[config.mk]
export PLATFORM = sky130hd
export DESIGN_NAME = mem2_load_stage_flat
export DESIGN_NICKNAME = d
export VERILOG_FILES = /design/src/rtl/mem2_load_stage_if.sv /design/src/rtl/mem2_load_stage.sv /design/src/flat_wrapper.sv
export SDC_FILE = /design/constraint.sdc
export NUM_CORES = 1
export LEC_CHECK = 0
export BUFFER_PORTS_ARGS = -buffer_cell sky130_fd_sc_hd__buf_2
export CAP_MARGIN = 30
export CORE_ASPECT_RATIO = 2
export CORE_MARGIN = 10
export CORE_UTILIZATION = 29
export DETAILED_ROUTE_END_ITERATION = 7
export HOLD_SLACK_MARGIN = 0.05
export MAX_ROUTING_LAYER = met4
export PLACE_DENSITY = 0.54
export REMOVE_ABC_BUFFERS = 1
export SLEW_MARGIN = 20
export SYNTH_ARGS = -nofsm -noshare
export SYNTH_HDL_FRONTEND = slang
export SYNTH_SLANG_ARGS = --single-unit
export TNS_END_PERCENT = 100
[constraint.sdc]
create_clock -name clk -period 2.9 [get_ports clk]
set_clock_uncertainty 0.1 [all_clocks]
set_input_delay 0.58 -clock clk [delete_from_list [all_inputs] [get_ports clk]]
set_output_delay 0.58 -clock clk [all_outputs]
set_load 0.01 [all_outputs]
[src/rtl/mem2_load_stage_if.sv]
// MEM -> MEM2 handshake bundle: pipeline control, MEM-stage fields, dcache read response and MEM2 outputs.
// slave is the MEM2 stage itself; master is whatever drives it (pipeline or bench).
interface mem2_load_stage_if;
    logic        MEM2_Flush;
    logic        MEM2_Wr;
    logic [31:0] MEM_PC;
    logic [31:0] MEM_ALUOut;
    logic [31:0] MEM_Result;
    logic [4:0]  MEM_Dst;
    logic        MEM_RegWr;
    logic        MEM_LoadEn;
    logic        MEM_LoadSign;
    logic [1:0]  MEM_LoadSize;
    logic        MEM_ReqIssued;
    logic        dbus_rdata_valid;
    logic [31:0] dbus_rdata;
    logic [31:0] MEM2_PC;
    logic [4:0]  MEM2_Dst;
    logic        MEM2_RegWr;
    logic [31:0] MEM2_Result;
    logic        MEM2_ResultValid;
    logic        MEM2_StallReq;

    modport slave (
        input  MEM2_Flush, MEM2_Wr, MEM_PC, MEM_ALUOut, MEM_Result, MEM_Dst, MEM_RegWr,
               MEM_LoadEn, MEM_LoadSign, MEM_LoadSize, MEM_ReqIssued,
               dbus_rdata_valid, dbus_rdata,
        output MEM2_PC, MEM2_Dst, MEM2_RegWr, MEM2_Result, MEM2_ResultValid, MEM2_StallReq
    );

    modport master (
        output MEM2_Flush, MEM2_Wr, MEM_PC, MEM_ALUOut, MEM_Result, MEM_Dst, MEM_RegWr,
               MEM_LoadEn, MEM_LoadSign, MEM_LoadSize, MEM_ReqIssued,
               dbus_rdata_valid, dbus_rdata,
        input  MEM2_PC, MEM2_Dst, MEM2_RegWr, MEM2_Result, MEM2_ResultValid, MEM2_StallReq
    );
endinterface

[src/rtl/mem2_load_stage.sv]
// MEM2 stage: holds the MEM/MEM2 register, tracks the outstanding dcache load and aligns/extends its data.
// Non-load result valid 1 cycle after capture, load 1 cycle after rdata; stall requested while a response is outstanding.
module mem2_load_stage #(
    parameter logic [31:0] PC_RESET   = 32'h0000_0000,
    parameter int          DATA_WIDTH = 32
) (
    input  logic            clk,
    input  logic            rst,
    mem2_load_stage_if.slave bus
);

    typedef enum logic [1:0] {S_IDLE, S_WAIT, S_DRAIN} state_t;

    typedef struct packed {
        logic [1:0] off;
        logic       sign;
        logic [1:0] size;
    } ld_meta_t;

    state_t                state_q;
    ld_meta_t              meta_q;
    logic [31:0]           pc_q;
    logic [4:0]            dst_q;
    logic                  regwr_q;
    logic [DATA_WIDTH-1:0] result_q;
    logic                  rvalid_q;

    logic [7:0]            byte_lane;
    logic [15:0]           half_lane;
    logic [DATA_WIDTH-1:0] load_data_d;
    logic                  unused_addr_hi;

    assign unused_addr_hi = ^bus.MEM_ALUOut[31:2];

    always_comb begin
        byte_lane   = bus.dbus_rdata[{meta_q.off, 3'b000} +: 8];
        half_lane   = meta_q.off[1] ? bus.dbus_rdata[31:16] : bus.dbus_rdata[15:0];
        load_data_d = bus.dbus_rdata;
        case (meta_q.size)
            2'b00:   load_data_d = {{(DATA_WIDTH-8){meta_q.sign & byte_lane[7]}}, byte_lane};
            2'b01:   load_data_d = {{(DATA_WIDTH-16){meta_q.sign & half_lane[15]}}, half_lane};
            default: load_data_d = bus.dbus_rdata;
        endcase
    end

    // Stage only accepts new work in IDLE; in WAIT/DRAIN the response owns the cycle it arrives in.
    always_ff @(posedge clk or posedge rst) begin
        if (rst) begin
            state_q  <= S_IDLE;
            meta_q   <= '0;
            pc_q     <= PC_RESET;
            dst_q    <= '0;
            regwr_q  <= 1'b0;
            result_q <= '0;
            rvalid_q <= 1'b0;
        end else if (bus.MEM2_Flush) begin
            meta_q   <= '0;
            dst_q    <= '0;
            regwr_q  <= 1'b0;
            result_q <= '0;
            rvalid_q <= 1'b0;
            if (state_q == S_WAIT)
                state_q <= bus.dbus_rdata_valid ? S_IDLE : S_DRAIN;
            else if (state_q == S_DRAIN && bus.dbus_rdata_valid)
                state_q <= S_IDLE;
        end else begin
            case (state_q)
                S_IDLE: begin
                    if (bus.MEM2_Wr) begin
                        pc_q     <= bus.MEM_PC;
                        dst_q    <= bus.MEM_Dst;
                        result_q <= bus.MEM_Result;
                        meta_q   <= '{off: bus.MEM_ALUOut[1:0], sign: bus.MEM_LoadSign,
                                      size: bus.MEM_LoadSize};
                        if (bus.MEM_LoadEn && bus.MEM_ReqIssued) begin
                            regwr_q  <= bus.MEM_RegWr;
                            rvalid_q <= 1'b0;
                            state_q  <= S_WAIT;
                        end else begin
                            // A load the dcache never accepted must not write back.
                            regwr_q  <= bus.MEM_RegWr & ~bus.MEM_LoadEn;
                            rvalid_q <= 1'b1;
                        end
                    end
                end
                S_WAIT: begin
                    if (bus.dbus_rdata_valid) begin
                        result_q <= load_data_d;
                        rvalid_q <= 1'b1;
                        state_q  <= S_IDLE;
                    end
                end
                S_DRAIN: begin
                    if (bus.dbus_rdata_valid)
                        state_q <= S_IDLE;
                end
                default: state_q <= S_IDLE;
            endcase
        end
    end

    assign bus.MEM2_PC          = pc_q;
    assign bus.MEM2_Dst         = dst_q;
    assign bus.MEM2_RegWr       = regwr_q;
    assign bus.MEM2_Result      = result_q;
    assign bus.MEM2_ResultValid = rvalid_q;
    assign bus.MEM2_StallReq    = (state_q != S_IDLE) && !bus.dbus_rdata_valid;

endmodule

[src/flat_wrapper.sv]
// flat-port wrapper written by rule: the top's interface ports become plain ports
module mem2_load_stage_flat 
#(
    parameter logic [31:0] PC_RESET   = 32'h0000_0000,
    parameter int          DATA_WIDTH = 32
)
  (clk, rst, bus_MEM2_Flush, bus_MEM2_Wr, bus_MEM_PC, bus_MEM_ALUOut, bus_MEM_Result, bus_MEM_Dst, bus_MEM_RegWr, bus_MEM_LoadEn, bus_MEM_LoadSign, bus_MEM_LoadSize, bus_MEM_ReqIssued, bus_dbus_rdata_valid, bus_dbus_rdata, bus_MEM2_PC, bus_MEM2_Dst, bus_MEM2_RegWr, bus_MEM2_Result, bus_MEM2_ResultValid, bus_MEM2_StallReq);
  mem2_load_stage_if bus_i ();
  input  logic clk;
  input  logic rst;
  input wire logic [$bits(bus_i.MEM2_Flush)-1:0] bus_MEM2_Flush;
  input wire logic [$bits(bus_i.MEM2_Wr)-1:0] bus_MEM2_Wr;
  input wire logic [$bits(bus_i.MEM_PC)-1:0] bus_MEM_PC;
  input wire logic [$bits(bus_i.MEM_ALUOut)-1:0] bus_MEM_ALUOut;
  input wire logic [$bits(bus_i.MEM_Result)-1:0] bus_MEM_Result;
  input wire logic [$bits(bus_i.MEM_Dst)-1:0] bus_MEM_Dst;
  input wire logic [$bits(bus_i.MEM_RegWr)-1:0] bus_MEM_RegWr;
  input wire logic [$bits(bus_i.MEM_LoadEn)-1:0] bus_MEM_LoadEn;
  input wire logic [$bits(bus_i.MEM_LoadSign)-1:0] bus_MEM_LoadSign;
  input wire logic [$bits(bus_i.MEM_LoadSize)-1:0] bus_MEM_LoadSize;
  input wire logic [$bits(bus_i.MEM_ReqIssued)-1:0] bus_MEM_ReqIssued;
  input wire logic [$bits(bus_i.dbus_rdata_valid)-1:0] bus_dbus_rdata_valid;
  input wire logic [$bits(bus_i.dbus_rdata)-1:0] bus_dbus_rdata;
  output wire logic [$bits(bus_i.MEM2_PC)-1:0] bus_MEM2_PC;
  output wire logic [$bits(bus_i.MEM2_Dst)-1:0] bus_MEM2_Dst;
  output wire logic [$bits(bus_i.MEM2_RegWr)-1:0] bus_MEM2_RegWr;
  output wire logic [$bits(bus_i.MEM2_Result)-1:0] bus_MEM2_Result;
  output wire logic [$bits(bus_i.MEM2_ResultValid)-1:0] bus_MEM2_ResultValid;
  output wire logic [$bits(bus_i.MEM2_StallReq)-1:0] bus_MEM2_StallReq;
  assign bus_i.MEM2_Flush = bus_MEM2_Flush;
  assign bus_i.MEM2_Wr = bus_MEM2_Wr;
  assign bus_i.MEM_PC = bus_MEM_PC;
  assign bus_i.MEM_ALUOut = bus_MEM_ALUOut;
  assign bus_i.MEM_Result = bus_MEM_Result;
  assign bus_i.MEM_Dst = bus_MEM_Dst;
  assign bus_i.MEM_RegWr = bus_MEM_RegWr;
  assign bus_i.MEM_LoadEn = bus_MEM_LoadEn;
  assign bus_i.MEM_LoadSign = bus_MEM_LoadSign;
  assign bus_i.MEM_LoadSize = bus_MEM_LoadSize;
  assign bus_i.MEM_ReqIssued = bus_MEM_ReqIssued;
  assign bus_i.dbus_rdata_valid = bus_dbus_rdata_valid;
  assign bus_i.dbus_rdata = bus_dbus_rdata;
  assign bus_MEM2_PC = bus_i.MEM2_PC;
  assign bus_MEM2_Dst = bus_i.MEM2_Dst;
  assign bus_MEM2_RegWr = bus_i.MEM2_RegWr;
  assign bus_MEM2_Result = bus_i.MEM2_Result;
  assign bus_MEM2_ResultValid = bus_i.MEM2_ResultValid;
  assign bus_MEM2_StallReq = bus_i.MEM2_StallReq;
  mem2_load_stage #(.PC_RESET(PC_RESET), .DATA_WIDTH(DATA_WIDTH)) u_core (.clk(clk), .rst(rst), .bus(bus_i));
endmodule
======== Yosys cells after proc, flatten, opt, wreduce, memory -nomap -nowiden ========
Cells that the tools add are included.
storage, ports and cells
  flip-flop bits (word level) ............. 78
  bits of input ports ..................... 144
  output and inout bits ................... 72
  logic and storage cells ................. 67
cells by class
  equal/unequal tests ..................... 8
  shift operators ......................... 1
  muxes and demuxes ....................... 29
  bitwise operators ....................... 5
  reduce and logical (&&, ||, !) cells .... 15
operators by type and width
  operator                                        number
  one-hot mux 32 bit (2 select lines)             2
  two-way mux 32 bit                              3
  variable part select 32 x 6 -> 8 bit            1
  two-way mux 5 bit                               6
  two-way mux 16 bit                              1
  two-way mux 2 bit                               7
  two-way mux 1 bit                               8
  != test 3 x 1 -> 1 bit (second input constant)  2
  != test 3 bit (second input constant)           2
  AND reduction 3 bit                             2
  nonzero test 2 bit                              3
  == test 2 x 1 -> 1 bit (second input constant)  2
  zero test 2 bit                                 2
  one-hot mux 2 bit (2 select lines)              1
  AND reduction 4 bit                             1
  AND 1 bit                                       3
  logical AND 1 bit                               3
  != test 3 x 2 -> 1 bit (second input constant)  1
  nonzero test 3 bit                              1
  == test 2 bit (second input constant)           1
  NOT 1 bit                                       2
  one-hot mux 1 bit (2 select lines)              1
  AND reduction 2 bit                             1
  OR reduction 2 bit                              1
  zero test 1 bit                                 1

======== Depth between registers and ports, before layout ========
  word-level depth ........................ 6
  depth in mapped cells ................... 9
  mapped depth without buffers ............ 6

======== Least setup slack after synthesis ========
OpenSTA, ideal clock, no wires.
  path type ............................... input -> register
  from .................................... input port bus_MEM2_Flush
  to ...................................... register u_core.result_q[8] (netlist: u_core.bus.MEM2_Result[8])
  library setup time ...................... 0.124 ns
  data arrival time ....................... 1.731 ns
  data required time ...................... 2.676 ns
  slack ................................... 0.945 ns
  stages .................................. 8
  buffers on the path ..................... 4
  cells stage by stage .................... buf_4 > and3b_1 > buf_6 > nor2b_4 > buf_6 > buf_6 > a22o_1 > a211o_1
on the way
  longest elaborated chain between the ends .. 2
  elaborated cells between the ends (all ways) .. 5
  classes of those cells .................. 2 x eq/ne; 1 x mux; 2 x reduce/logical
ends and longest elaborated chain
  what                                                           line                   RTL
  start, declared                                                flat_wrapper.sv:11     input wire logic [$bits(bus_i.MEM2_Flush)-1:0] bus_MEM2_Flush;
  != test 3 bit (no line) or nonzero test 3 bit (tied branches)  n/a
  AND reduction 3 bit (no line)                                  n/a
  end signal, assigned                                           mem2_load_stage.sv:72  result_q <= bus.MEM_Result;
  end signal, assigned                                           mem2_load_stage.sv:88  result_q <= load_data_d;
  end, declared                                                  mem2_load_stage.sv:25  logic [DATA_WIDTH-1:0] result_q;
Several ways; a longest one is shown, not always the timed one.
A chain may end at the register's enable or synchronous reset.

======== Worst setup path after layout ========
  from .................................... register u_core.state_q[1]
  to ...................................... register u_core.result_q[30] (netlist: u_core.bus.MEM2_Result[30])
on the way
  longest elaborated chain between the ends .. 3
  elaborated cells between the ends (all ways) .. 8
  classes of those cells .................. 3 x eq/ne; 2 x mux; 3 x reduce/logical
ends and longest elaborated chain
  what                                                                 line                   RTL
  start, declared                                                      mem2_load_stage.sv:20  state_t state_q;
  start signal, assigned                                               mem2_load_stage.sv:63  state_q <= bus.dbus_rdata_valid ? S_IDLE : S_DRAIN;
  == test 2 x 1 -> 1 bit or zero test 2 bit (tied branches)            mem2_load_stage.sv:67  case (state_q)
  != test 3 bit (no line), or another cell as far along                n/a
  AND reduction 3 bit (no line) or two-way mux 32 bit (tied branches)  n/a
Several ways; a longest one is shown, not always the timed one.

==> results.py <==
metrics = {
    "run_status": {
        "status": "completed",
    },
    "detailed_routing": {
        "antenna_left": 0,
        "post_drt_wl_per_cell_um": 20.1,
        "vias": 3465,
        "drt_pass1_iterations": 7,
        "remaining_drc_errors": 0,
        "routed_wl_um": 13600,
        "drtIter0Drc": 132,
        "avgViaCountPerCell": 5.12,
    },
    "grt": {
        "grt_util_all_layers_pct": 14.9,
        "grt_first_pass_wirelength_um": 20800,
        "grt_max_degree": 37,
        "gr-total-overflow": 0,
        "grt_pass1_vias": 3882,
        "antenna_found_initial": 4,
    },
    "layout": {
        "drive_gt1_share_pct": 50.5,
        "syn_to_final_growth_pct": 36.6,
        "final_nets": 663,
        "seqCellArea_mm2": 0.00195,
        "multi_input_area_mm2": 0.00174,
        "fin_area_mm2": 0.00529,
        "n_fill_cell": 1298,
        "finalNonFillerCells": 677,
    },
    "timing": {
        "slew_viol_final": 0,
        "setup_viol": 0,
        "tightest_slew_ns": 0.900,
        "min_period_ns": 2.34,
        "fmax_ghz": 0.427,
        "fin_crit_sh_pct": 80.8,
        "grt_setup_unrepaired": "no",
        "hold_violations": 0,
        "fin_setup_tns_ns": 0,
        "max_slew_margin_pct": 40.0,
    },
    "yosys": {
        "ys_seq_area_share_pct": 50.4,
        "synthArstFlopShare_pct": 100,
        "yosys_warnings": 0,
        "syn_area_mm2": 0.00387,
        "synth_common_cells": "dfrtp_1, nand2_1, mux2_2, a21oi_1, a22o_1",
        "ys_ff_latch": 78,
        "syn_avg_cell_area_um2": 11.5,
        "synth-edff-count": 0,
        "yosys.area.top_type": "dfrtp_1",
        "synth_top_cell_area_share_pct": 50.4,
        "netlist_instances": 336,
        "ys_types": 37,
        "synth_top_flop_cell": "dfrtp_1",
        "yosysMostFrequentCell": "dfrtp_1",
        "synthTopCellsByArea": "dfrtp_1, mux2_2, nand2_1",
    },
    "worst_setup_path": {
        "worst_ep_required_time_ns": 3.05,
        "ff2ff_setup_slack_ns": 0.56,
        "r2r-end": "u_core.bus.MEM2_Result[30]",
        "cp-startpoint": "u_core.state_q[1]",
        "worstSetupPathType": "flop to flop",
        "r2r-start": "u_core.state_q[1]",
        "start_kind": "flop",
        "endpoint": "u_core.bus.MEM2_Result[30]",
        "arrival_ns": 2.50,
        "worstPathMaxFanout": 33,
        "rr_worst_depth": 7,
        "cp-end-kind": "flop",
    },
    "place": {
        "dpl.hpwl_um": 10700,
        "port_buffers": 185,
        "dp.cells": 657,
        "placed_cell_area_mm2": 0.00494,
        "routabilityCongestion": 0.781,
    },
    "die": {
        "die-area_mm2": 0.0187,
        "coreArea_mm2": 0.0131,
        "start_util_pct": 29.6,
        "die_h_um": 183,
        "die_width_um": 102,
        "rows": 59,
        "io_pins": 216,
    },
    "job": {
        "maxCapViolCount": 0,
    },
    "power": {
        "powerDensity_mw_per_mm2": 772,
        "leakage_nw": 2.71,
        "power_switching_mw": 1.29,
        "ir_drop_mv": 0.278,
        "power_frac_seq_pct": 37.4,
        "p_sw_share_pct": 31.5,
        "p_clk_share_pct": 31.9,
        "combPwrFrac_pct": 30.7,
        "internal_power_mw": 2.80,
        "total_power_mw": 4.08,
    },
    "clock_tree": {
        "numCtsBuffers": 9,
        "root_buffer": "clkbuf_16",
        "clock_path_buffers": 2,
        "cts_tree": "yes",
        "cts_setup_buffers": 0,
        "clk_latency_ns": 0.33,
        "htreeDepth": 3,
        "ctsResizeCount": 0,
        "postCtsHoldBufs": 0,
        "clk_pin_slew_worst_paths_ns": 0.06,
        "clock-sinks": 78,
    },
    "hold_path": {
        "hp-class": "primary input to async pin",
    },
}
-- layer usage --
| metal | global-route usage [%] | share of wire, % |
|---|---|---|
| met1 | 14.2 | 34 |
| met5 | - | 0 |
| met4 | 5.58 | 2.3 |
| met2 | 28.0 | 57 |
| met3 | 3.43 | 6.6 |
-- kinds of logic after synthesis --
logic type	synth area share, %
fa+ha+maj	0.969
compound gates	18.6
simple gates	9.08
flops	50.4
buf+inv	5.01
mux	16.0
-- worst max-delay path, stage by stage (launching register included) --
cell,delay [ns]
dfrtp_1,0.40
inv_1,0.08
ha_1,0.44
mux2_2,0.43
a21oi_4,0.14
buf_4,0.36
a222oi_1,0.19
nand2_1,0.12
-- area by class of cell --
cell class | count | share of cell area (%)
well taps | 152 | 3.59
diodes | 4 | 0.189
repair buffers | 195 | 19.2
flip-flops and latches | 78 | 36.9
clock buffers | 10 | 4.33
inverters | 13 | 0.946
clock inverters | 6 | 2.08
multi-input cells | 219 | 32.8
-- registers in the layout, indices dropped and copies added, names as in the netlist --
register / count
u_core.bus.MEM2_Dst: 5
u_core.bus.MEM2_PC: 32
u_core.bus.MEM2_RegWr: 1
u_core.bus.MEM2_Result: 32
u_core.bus.MEM2_ResultValid: 1
u_core.meta_q: 5
u_core.state_q: 2
-- worst min-delay path by stage --
| stage | startpoint | end | slack [ns] | depth (start not counted) |
|---|---|---|---|---|
| after global placement | u_core.bus.MEM2_Result[5] | u_core.bus.MEM2_Result[5] | 0.36 | 2 |
| after CTS | rst | u_core.bus.MEM2_PC[22] | 0.09 | 2 |
| after global routing | rst | u_core.bus.MEM2_PC[22] | 0.09 | 2 |
| after detailed placement | u_core.bus.MEM2_Result[2] | u_core.bus.MEM2_Result[2] | 0.37 | 2 |
| after floorplan | u_core.state_q[1] | u_core.state_q[1] | 0.39 | 1 |
| final | rst | u_core.bus.MEM2_PC[22] | 0.09 | 2 |
-- power by group through the flow --
stage	Clock, mW	Combinational [mW]	Sequential [mW]
after global routing	1.38	1.38	1.57
after CTS	1.34	1.29	1.53
after global placement	0	1.26	1.53
after detailed placement	0	1.29	1.55
final	1.30	1.25	1.53
after floorplan	0	0.554	1.67
-- layout by cell type, fill, tap and decap left out, drive strengths merged --
master	count
mux2i	1
and2	1
clkbuf	10
a21oi	19
bufinv	3
nor3	2
nand2b	6
o211ai	2
and3b	2
mux2	40
dfrtp	78
clkinvlp	2
nor2b	2
buf	195
o31ai	7
o21ai	3
nand2	50
ha	3
a32o	2
diode	4
a2111oi	1
a22o	17
inv	11
o221ai	1
a222oi	16
nor3b	1
mux4	7
o2111ai	1
nand3b	1
clkinv	3
a211o	8
o22ai	1
nor2	12
a211oi	8
a22oi	3
and3	2
-- per-stage QoR --
| step | utilization, % | hold WS (ns) | setup WS, ns |
|---|---|---|---|
| 2_1_floorplan | - | 0.391 | 0.210 |
| 3_3_place_gp | 37.8 | 0.358 | 0.575 |
| 3_5_place_dp | 37.8 | 0.370 | 0.549 |
| 4_1_cts | 40.4 | 0.0893 | 0.541 |
| 5_1_grt | 40.5 | 0.0926 | 0.335 |
| 6_report | 40.5 | 0.0889 | 0.558 |
No activity file was read; power rests on OpenSTA's default activity.
